===== config.mk =====
export PLATFORM = sky130hd
export DESIGN_NAME = present_avalon
export DESIGN_NICKNAME = d
export VERILOG_FILES = /design/src/rtl/present_avalon.sv
export SDC_FILE = /design/constraint.sdc
export NUM_CORES = 1
export LEC_CHECK = 0
export BUFFER_PORTS_ARGS = -buffer_cell sky130_fd_sc_hd__buf_4
export CAP_MARGIN = 20
export CORE_MARGIN = 2
export CORE_UTILIZATION = 53
export DETAILED_ROUTE_END_ITERATION = 6
export PLACE_DENSITY = 0.83
export SLEW_MARGIN = 20
export SYNTH_ARGS = -nofsm -noshare
export SYNTH_HDL_FRONTEND = slang
export SYNTH_SLANG_ARGS = --single-unit

===== constraint.sdc =====
create_clock -name clk -period 2.57 [get_ports clk]
set_input_delay 0.3855 -clock clk [delete_from_list [all_inputs] [get_ports clk]]
set_output_delay 0.3855 -clock clk [all_outputs]
set_load 0.005 [all_outputs]

===== src/rtl/present_avalon.sv =====
// Avalon-MM register front-end for the PRESENT-128 encryption core.
// Holds key/plaintext operands, sequences the core start/eoc handshake, captures the
// ciphertext and counts the cycles an operation spends running.
// Optional feature: define PRESENT_AVALON_IRQ_EN to build the IE bit and the level irq.
module present_avalon #(
  parameter int unsigned CNT_W = 16
) (
  input  logic         clk,
  input  logic         nrst,
  input  logic [3:0]   address,
  input  logic         read,
  input  logic         write,
  input  logic [31:0]  writedata,
  output logic [31:0]  readdata,
  output logic         readdatavalid,
  output logic         irq,
  output logic         core_start,
  input  logic         core_eoc,
  output logic [63:0]  core_plaintext,
  output logic [127:0] core_key,
  input  logic [63:0]  core_ciphertext
);

  typedef enum logic [1:0] {StIdle, StLaunch, StRun} state_e;

  state_e             state_q, state_d;
  logic [3:0][31:0]   key_q;
  logic [1:0][31:0]   pt_q;
  logic [1:0][31:0]   ct_q;
  logic               done_q;
  logic [CNT_W-1:0]   cycles_q;
  logic               eoc_q;
  logic [31:0]        readdata_q;
  logic [31:0]        rdata_d;
  logic               rvalid_q;
  logic               ie;

  logic busy;
  logic complete;
  logic start_req;
  logic wr_ctrl;
  logic wr_status;

  assign busy      = (state_q != StIdle);
  assign wr_ctrl   = write && (address == 4'd8);
  assign wr_status = write && (address == 4'd9);
  assign start_req = wr_ctrl && writedata[0] && !busy;
  // Only a fresh rising edge counts; eoc left high by the previous operation is ignored.
  assign complete  = (state_q == StRun) && core_eoc && !eoc_q;

  assign core_key       = key_q;
  assign core_plaintext = pt_q;
  assign readdata       = readdata_q;
  assign readdatavalid  = rvalid_q;

  // Next-state logic and the one-cycle start pulse.
  always_comb begin
    state_d    = state_q;
    core_start = 1'b0;
    unique case (state_q)
      StIdle:   if (start_req) state_d = StLaunch;
      StLaunch: begin
        core_start = 1'b1;
        state_d    = StRun;
      end
      StRun:    if (complete) state_d = StIdle;
      default:  state_d = StIdle;
    endcase
  end

  // FSM state and eoc edge-detect flop.
  always_ff @(posedge clk) begin
    if (!nrst) begin
      state_q <= StIdle;
      eoc_q   <= 1'b0;
    end else begin
      state_q <= state_d;
      eoc_q   <= core_eoc;
    end
  end

  // Operand registers; frozen while an operation is in flight.
  always_ff @(posedge clk) begin
    if (!nrst) begin
      key_q <= '0;
      pt_q  <= '0;
    end else if (write && !busy) begin
      if (address[3:2] == 2'b00) key_q[address[1:0]] <= writedata;
      else if (address[3:1] == 3'b010) pt_q[address[0]] <= writedata;
    end
  end

  // Result capture, sticky DONE (set beats W1C) and saturating cycle counter.
  always_ff @(posedge clk) begin
    if (!nrst) begin
      ct_q     <= '0;
      done_q   <= 1'b0;
      cycles_q <= '0;
    end else begin
      if (complete) ct_q <= core_ciphertext;

      if (start_req)                      done_q <= 1'b0;
      else if (complete)                  done_q <= 1'b1;
      else if (wr_status && writedata[1]) done_q <= 1'b0;

      if (start_req) cycles_q <= '0;
      else if ((state_q == StRun) && (cycles_q != '1)) cycles_q <= cycles_q + CNT_W'(1);
    end
  end

`ifdef PRESENT_AVALON_IRQ_EN
  logic ie_q;
  logic irq_q;

  // Interrupt enable stays writable while busy.
  always_ff @(posedge clk) begin
    if (!nrst)        ie_q <= 1'b0;
    else if (wr_ctrl) ie_q <= writedata[1];
  end

  // Registered level interrupt, trails DONE by one cycle.
  always_ff @(posedge clk) begin
    if (!nrst) irq_q <= 1'b0;
    else       irq_q <= done_q & ie_q;
  end

  assign ie  = ie_q;
  assign irq = irq_q;
`else
  assign ie  = 1'b0;
  assign irq = 1'b0;
`endif

  // Read mux over the current (pre-write) register contents.
  always_comb begin
    rdata_d = '0;
    case (address)
      4'd0, 4'd1, 4'd2, 4'd3: rdata_d = key_q[address[1:0]];
      4'd4, 4'd5:             rdata_d = pt_q[address[0]];
      4'd6, 4'd7:             rdata_d = ct_q[address[0]];
      4'd8:                   rdata_d = {30'd0, ie, 1'b0};
      4'd9:                   rdata_d = {30'd0, done_q, busy};
      4'd10:                  rdata_d = 32'(cycles_q);
      default:                rdata_d = '0;
    endcase
  end

  // Fixed one-cycle read latency.
  always_ff @(posedge clk) begin
    if (!nrst) begin
      readdata_q <= '0;
      rvalid_q   <= 1'b0;
    end else begin
      rvalid_q <= read;
      if (read) readdata_q <= rdata_d;
    end
  end

endmodule


; ---- Word-level counts from Yosys, hierarchy flattened
; Index checks and enable logic that the tools add are counted.
[op_classes]
n_addsub = 1
magnitude_cmp = 4
n_eq_ne = 16
muxes = 19
n_bitwise = 2
n_reduce_logical = 25
[ops]
columns = op, n
row1 = $mux W32, 7
row2 = $pmux W32 S5, 1
row3 = $bwmux W128, 1
row4 = $bmux W32 S2, 1
row5 = $bwmux W64, 1
row6 = $demux W32 S2, 1
row7 = $demux W32 S1, 1
row8 = $add A16 B1 Y16 const B, 1
row9 = $eq A4 B3 Y1 const B, 4
row10 = $ne A16 B16 Y1 const B, 1
row11 = $eq A4 B4 Y1 const B, 3
row12 = $logic_and A1 B1 Y1, 11
row13 = $eq A4 B2 Y1 const B, 2
row14 = $pmux W2 S3, 1
row15 = $reduce_or A2 Y1, 3
row16 = $eq A4 B1 Y1 const B, 1
row17 = $logic_not A2 Y1, 2
row18 = $logic_not A4 Y1, 1
row19 = $mux W2, 2
row20 = $ne A2 B2 Y1 const B, 2
row21 = $reduce_and A2 Y1, 2
row22 = $reduce_bool A2 Y1, 2
row23 = $reduce_or A4 Y1, 1
row24 = $eq A3 B2 Y1 const B, 1
row25 = 10 further kinds, 14
[word_totals]
reg_bits = 309
in_bits = 105
out_inout_bits = 227
word_cells = 81

; ---- Logic depth before layout (Yosys ltp)
[depth]
ltp_word = 6
depth_mapped = 8
mapped_depth_nobuf = 5

; ---- Worst setup path after synthesis
; OpenSTA, ideal clock, no wires.
[synth_timing]
kind = input -> register
start = input address[0]
end = register readdata_q[16], in the netlist readdata[16]
setup_ns = 0.117
t_arrival_ns = 1.839
t_required_ns = 2.453
slack_ns = 0.614
path_stages = 7
path_buffers = 4
cell_sequence = buf_2 buf_2 buf_2 buf_2 mux4_2 a22oi_1 nand2_1
[synth_via]
elab_chain_cells = 3
elab_cells_between_ends = 20
cone_classes = eq/ne (9) / mux (7) / reduce/logical (4)
[synth_lines]
columns = item, line
row1 = "start, declared", 10  ; input logic [3:0] address,
row2 = $eq A4 B1 Y1 (tied with other cells), 137  ; case (address)
row3 = $reduce_or A4 Y1 (tied with other cells), 137
row4 = $pmux W32 S5 *, 137
row5 = "end signal, assigned", 155  ; if (read) readdata_q <= rdata_d;
row6 = "end, declared", 33  ; logic [31:0] readdata_q;
; Mark *: on every way between the ends. The rest lies on a longest branch, timed or not. The select of a mux whose other input is x is not followed.
; A chain may end at the register's enable or synchronous reset.

; ---- Worst setup path in the final report
[layout_timing]
start = register cycles_q[0]
end = register cycles_q[14]
[layout_via]
elab_chain_cells = 2
elab_cells_between_ends = 3
cone_classes = add/sub (1) / eq/ne (1) / reduce/logical (1)
[layout_lines]
columns = item, line
row1 = "start, declared", 31  ; logic [CNT_W-1:0] cycles_q;
row2 = "start signal, assigned", 107  ; else if ((state_q == StRun) && (cycles_q != '1)) cycles_q <= cycles_q + CNT_W'(1);
row3 = "parallel branches: the longest is 2 deep, another holds $add A16 B1 Y16", -
; Parallel ways; which one is timed is not known.

==> parameters.txt <==
Parameter                              Value

Timing
  Final Max Tran Viols    0
  Achievable Freq    463 MHz
  Shortest period the worst path allows    2160 ps
  Post-layout worst setup margin    411 ps
  Worst-Margin Slew    809 ps
  Total Negative Setup Slacks    0 ps
  Number of failing hold endpoints at the final stage    0
  RSZ-0062 raised after global routing    no
  Period utilization    84.0%
  Worst slew margin relative to its limit    46.0%
  Layout Skew    19.6 ps
  Final setup violation count    0

Flow run
  Max_cap viols    0

Final layout
  Final net count    1961
  Area delta synth->final    29.8%
  Post-route non-filler standard cell count    2201
  Antenna Diode Count    0
  Fraction of final layout cells sized beyond drive strength 1    25.1%
  Final core utilization    69.5%

Status
  Outcome    completed

Yosys
  Number of synthesized register bits    309
  Count of flip-flops with a built-in enable after synthesis    0
  Number of library cell types mapped by synthesis    55
  Proportion of synthesized chip area in sequential cells    48.1%
  Cell type with the largest total area after synthesis    dfxtp_1
  Syn avg cell area    8.20 sq um
  Synth warn    0
  Post-Syn Nets    1675
  Largest cells by area after synthesis    dfxtp_1, nand2_1, a21oi_1
  Share of async-settable or async-resettable flops after synthesis    0%
  Cell Area, Synth    12900 sq um
  Portion of synthesized cell area occupied by the leading cell type    48.1%
  Most used flip-flop cell after synthesis    dfxtp_1
  Synthesized instance count    1569

CTS
  Worst-skew pair later-pin latency    560 ps
  Count of hold-fix buffers inserted at cts    0
  Max Buffers Root-to-Sink    3
  Number of sinks on the clock net    309
  Count of cells resized by post-cts repair    0
  Clock tree from TritonCTS    done
  Clock slew at reported path FFs    60 ps
  Root buffer selected by CTS    clkbuf_16
  Number of H-tree levels    1
  Number of buffers created by CTS    31
  Count of buffers added by post-CTS timing repair for setup    0

GRT
  Initial antenna violation count    0
  Wire length of the first global-routing pass    69.3 mm
  Global routing usage summed across all routing layers    34.2%
  Vias in the first global route    12100
  Pin count of the biggest net entering global routing    147
  Sum of overflow across all layers after global routing    0

Setup path
  Number of stages on the worst setup path    5
  Delay of the slowest critical-path stage    500 ps
  Buf+Inv Stages, Crit Path    0
  Largest delay share family, worst path    simple AND/OR/NAND/NOR gates
  Startpoint of the lowest-slack register-to-register path    cycles_q[0]
  Worst setup path startpoint    cycles_q[0]
  Maximum net fanout on the critical path    6
  Worst Reg2Reg Path Length in Cells    5
  Type of the worst setup path    reg2reg
  Worst path required time    3040 ps
  Critical path capture point type    register
  Slowest-stage cell, CP    or4b_1
  Crit path arrival time    2630 ps
  Worst-case register-to-register setup slack    410 ps
  Nature of the critical path startpoint    register
  Crit-path cells    ha_1, nand3b_1, or3_1, or4b_1, a21oi_1

Drt
  DRC violation count after routing    0
  Routed wire length    45.5 mm
  Via count normalized by instance count    5.90
  Detailed-router iteration count before antenna repair    5
  Avg WL per Cell    20.7 um
  Via count    13000
  Post-DRT Antenna Nets    0
  DR iter-0 viols    1444

Die
  # rows    57
  Horizontal extent of the die    160 um
  I/O pin total    332
  Vertical die dimension    160 um
  Die area    25500 sq um
  Core outline area    24000 sq um
  Initial core utilization    53.5%

Power and ir drop
  IR drop worst, VDD    0.000519 V
  Post-layout power    0.0101 W
  Static Leak    6.48 nW
  Power per standard cell area    602 nW/um^2

Placement
  DP Wirelength    31.3 mm
  Weighted congestion at the end of routability-driven global placement    0.957
  Placed Instances    2146
  Total of buffers placed on input and output ports    330
  Post-placement setup slack    422 ps

Worst hold path
  Path type of the worst min-delay path    in2reg
  Worst hold path stage count    2
  Origin of the worst min-delay path    core_eoc
==> cell type report <==
class / count / area, sq um
Clock buffer: 45 / 918
Clock inverter: 10 / 100
Fill cell: 1857 / 7340
Inverter: 5 / 26.3
Multi-Input combinational cell: 1133 / 6170
Sequential cell: 309 / 6190
Tap cell: 324 / 405
Timing Repair Buffer: 375 / 2880
==> Yosys cell counts, types with 6 or more instances <==
library cell / number
a21oi_1: 266
a22oi_1: 16
and3_1: 6
buf_2: 45
clkbuf_1: 73
dfxtp_1: 309
mux2i_1: 64
mux4_2: 32
nand2_1: 573
nand3_1: 10
nand4_1: 6
nor2_1: 25
nor3_1: 18
o21ai_0: 12
o21ai_1: 11
o22ai_1: 18
o2bb2ai_1: 16
or3_1: 6
==> power breakdown <==
part	internal, W	leakage [nW]	switching, W
registers	0.00483	2.49	0.0000376
logic	0.000273	3.48	0.000386
clock network	0.00265	0.512	0.00187
==> registers in the layout (all words and copies together), names as in the netlist <==
signal and count:
done_q 1, core_plaintext 64, cycles_q 16, core_key 128
readdata 32, ct_q 64, state_q 2, readdatavalid 1
eoc_q 1
==> worst paths after layout <==
path,to
worst max-delay path,cycles_q[14]
worst max register to register,cycles_q[14]
worst min register to register,readdata[24]
worst min-delay path,eoc_q
==> placed cells by master (no fill, tap or decap), types with 8 or more instances in the layout <==
cell type  count
o21ai_1       11
nor2_1        24
a21oi_1      266
o21ai_0       12
nand2_1      573
nor3_1        16
clkbuf_8       9
nand3_1        8
mux2i_1       64
dfxtp_1      309
clkbuf_16     31
o22ai_1       18
a22oi_1       16
o2bb2ai_1     16
mux4_2        32
clkinv_2       8
buf_4        369
==> logic make-up (layout without fill, tap and decap cells) <==
logic type               Yosys count  in the layout  synth area share (%)
AO/OA/AOI/OAI                    357            357                  15.3
flip-flops                       309            309                  48.1
multiplexers                      96             96                  10.6
adder cells (fa/ha/maj)            1              1                0.0973
AND/OR/NAND/NOR                  676            676                  21.5
XOR/XNOR                           2              2                 0.136
other                              1              1                0.0292
buffers and inverters            127            435                  4.21
==> metal layers <==
| layer | wire length (um) | up-vias | GRT usage (%) |
|---|---|---|---|
| li1 | - | 5922 | - |
| met1 | 17600 | 6079 | 46.2 |
| met2 | 20700 | 818 | 53.9 |
| met3 | 4520 | 167 | 4.60 |
| met4 | 2690 | 0 | 17.9 |
| met5 | 0 | - | 0 |
==> through the flow <==
step,hold slack [ps],instance area [sq um]
final,57.5,16700
after global routing,54.1,16700
after CTS,51.0,16700
after detailed placement,432,15700
after global placement,426,15700
after floorplan,433,12900
Note: power is estimated with default switching activity, not from simulation.
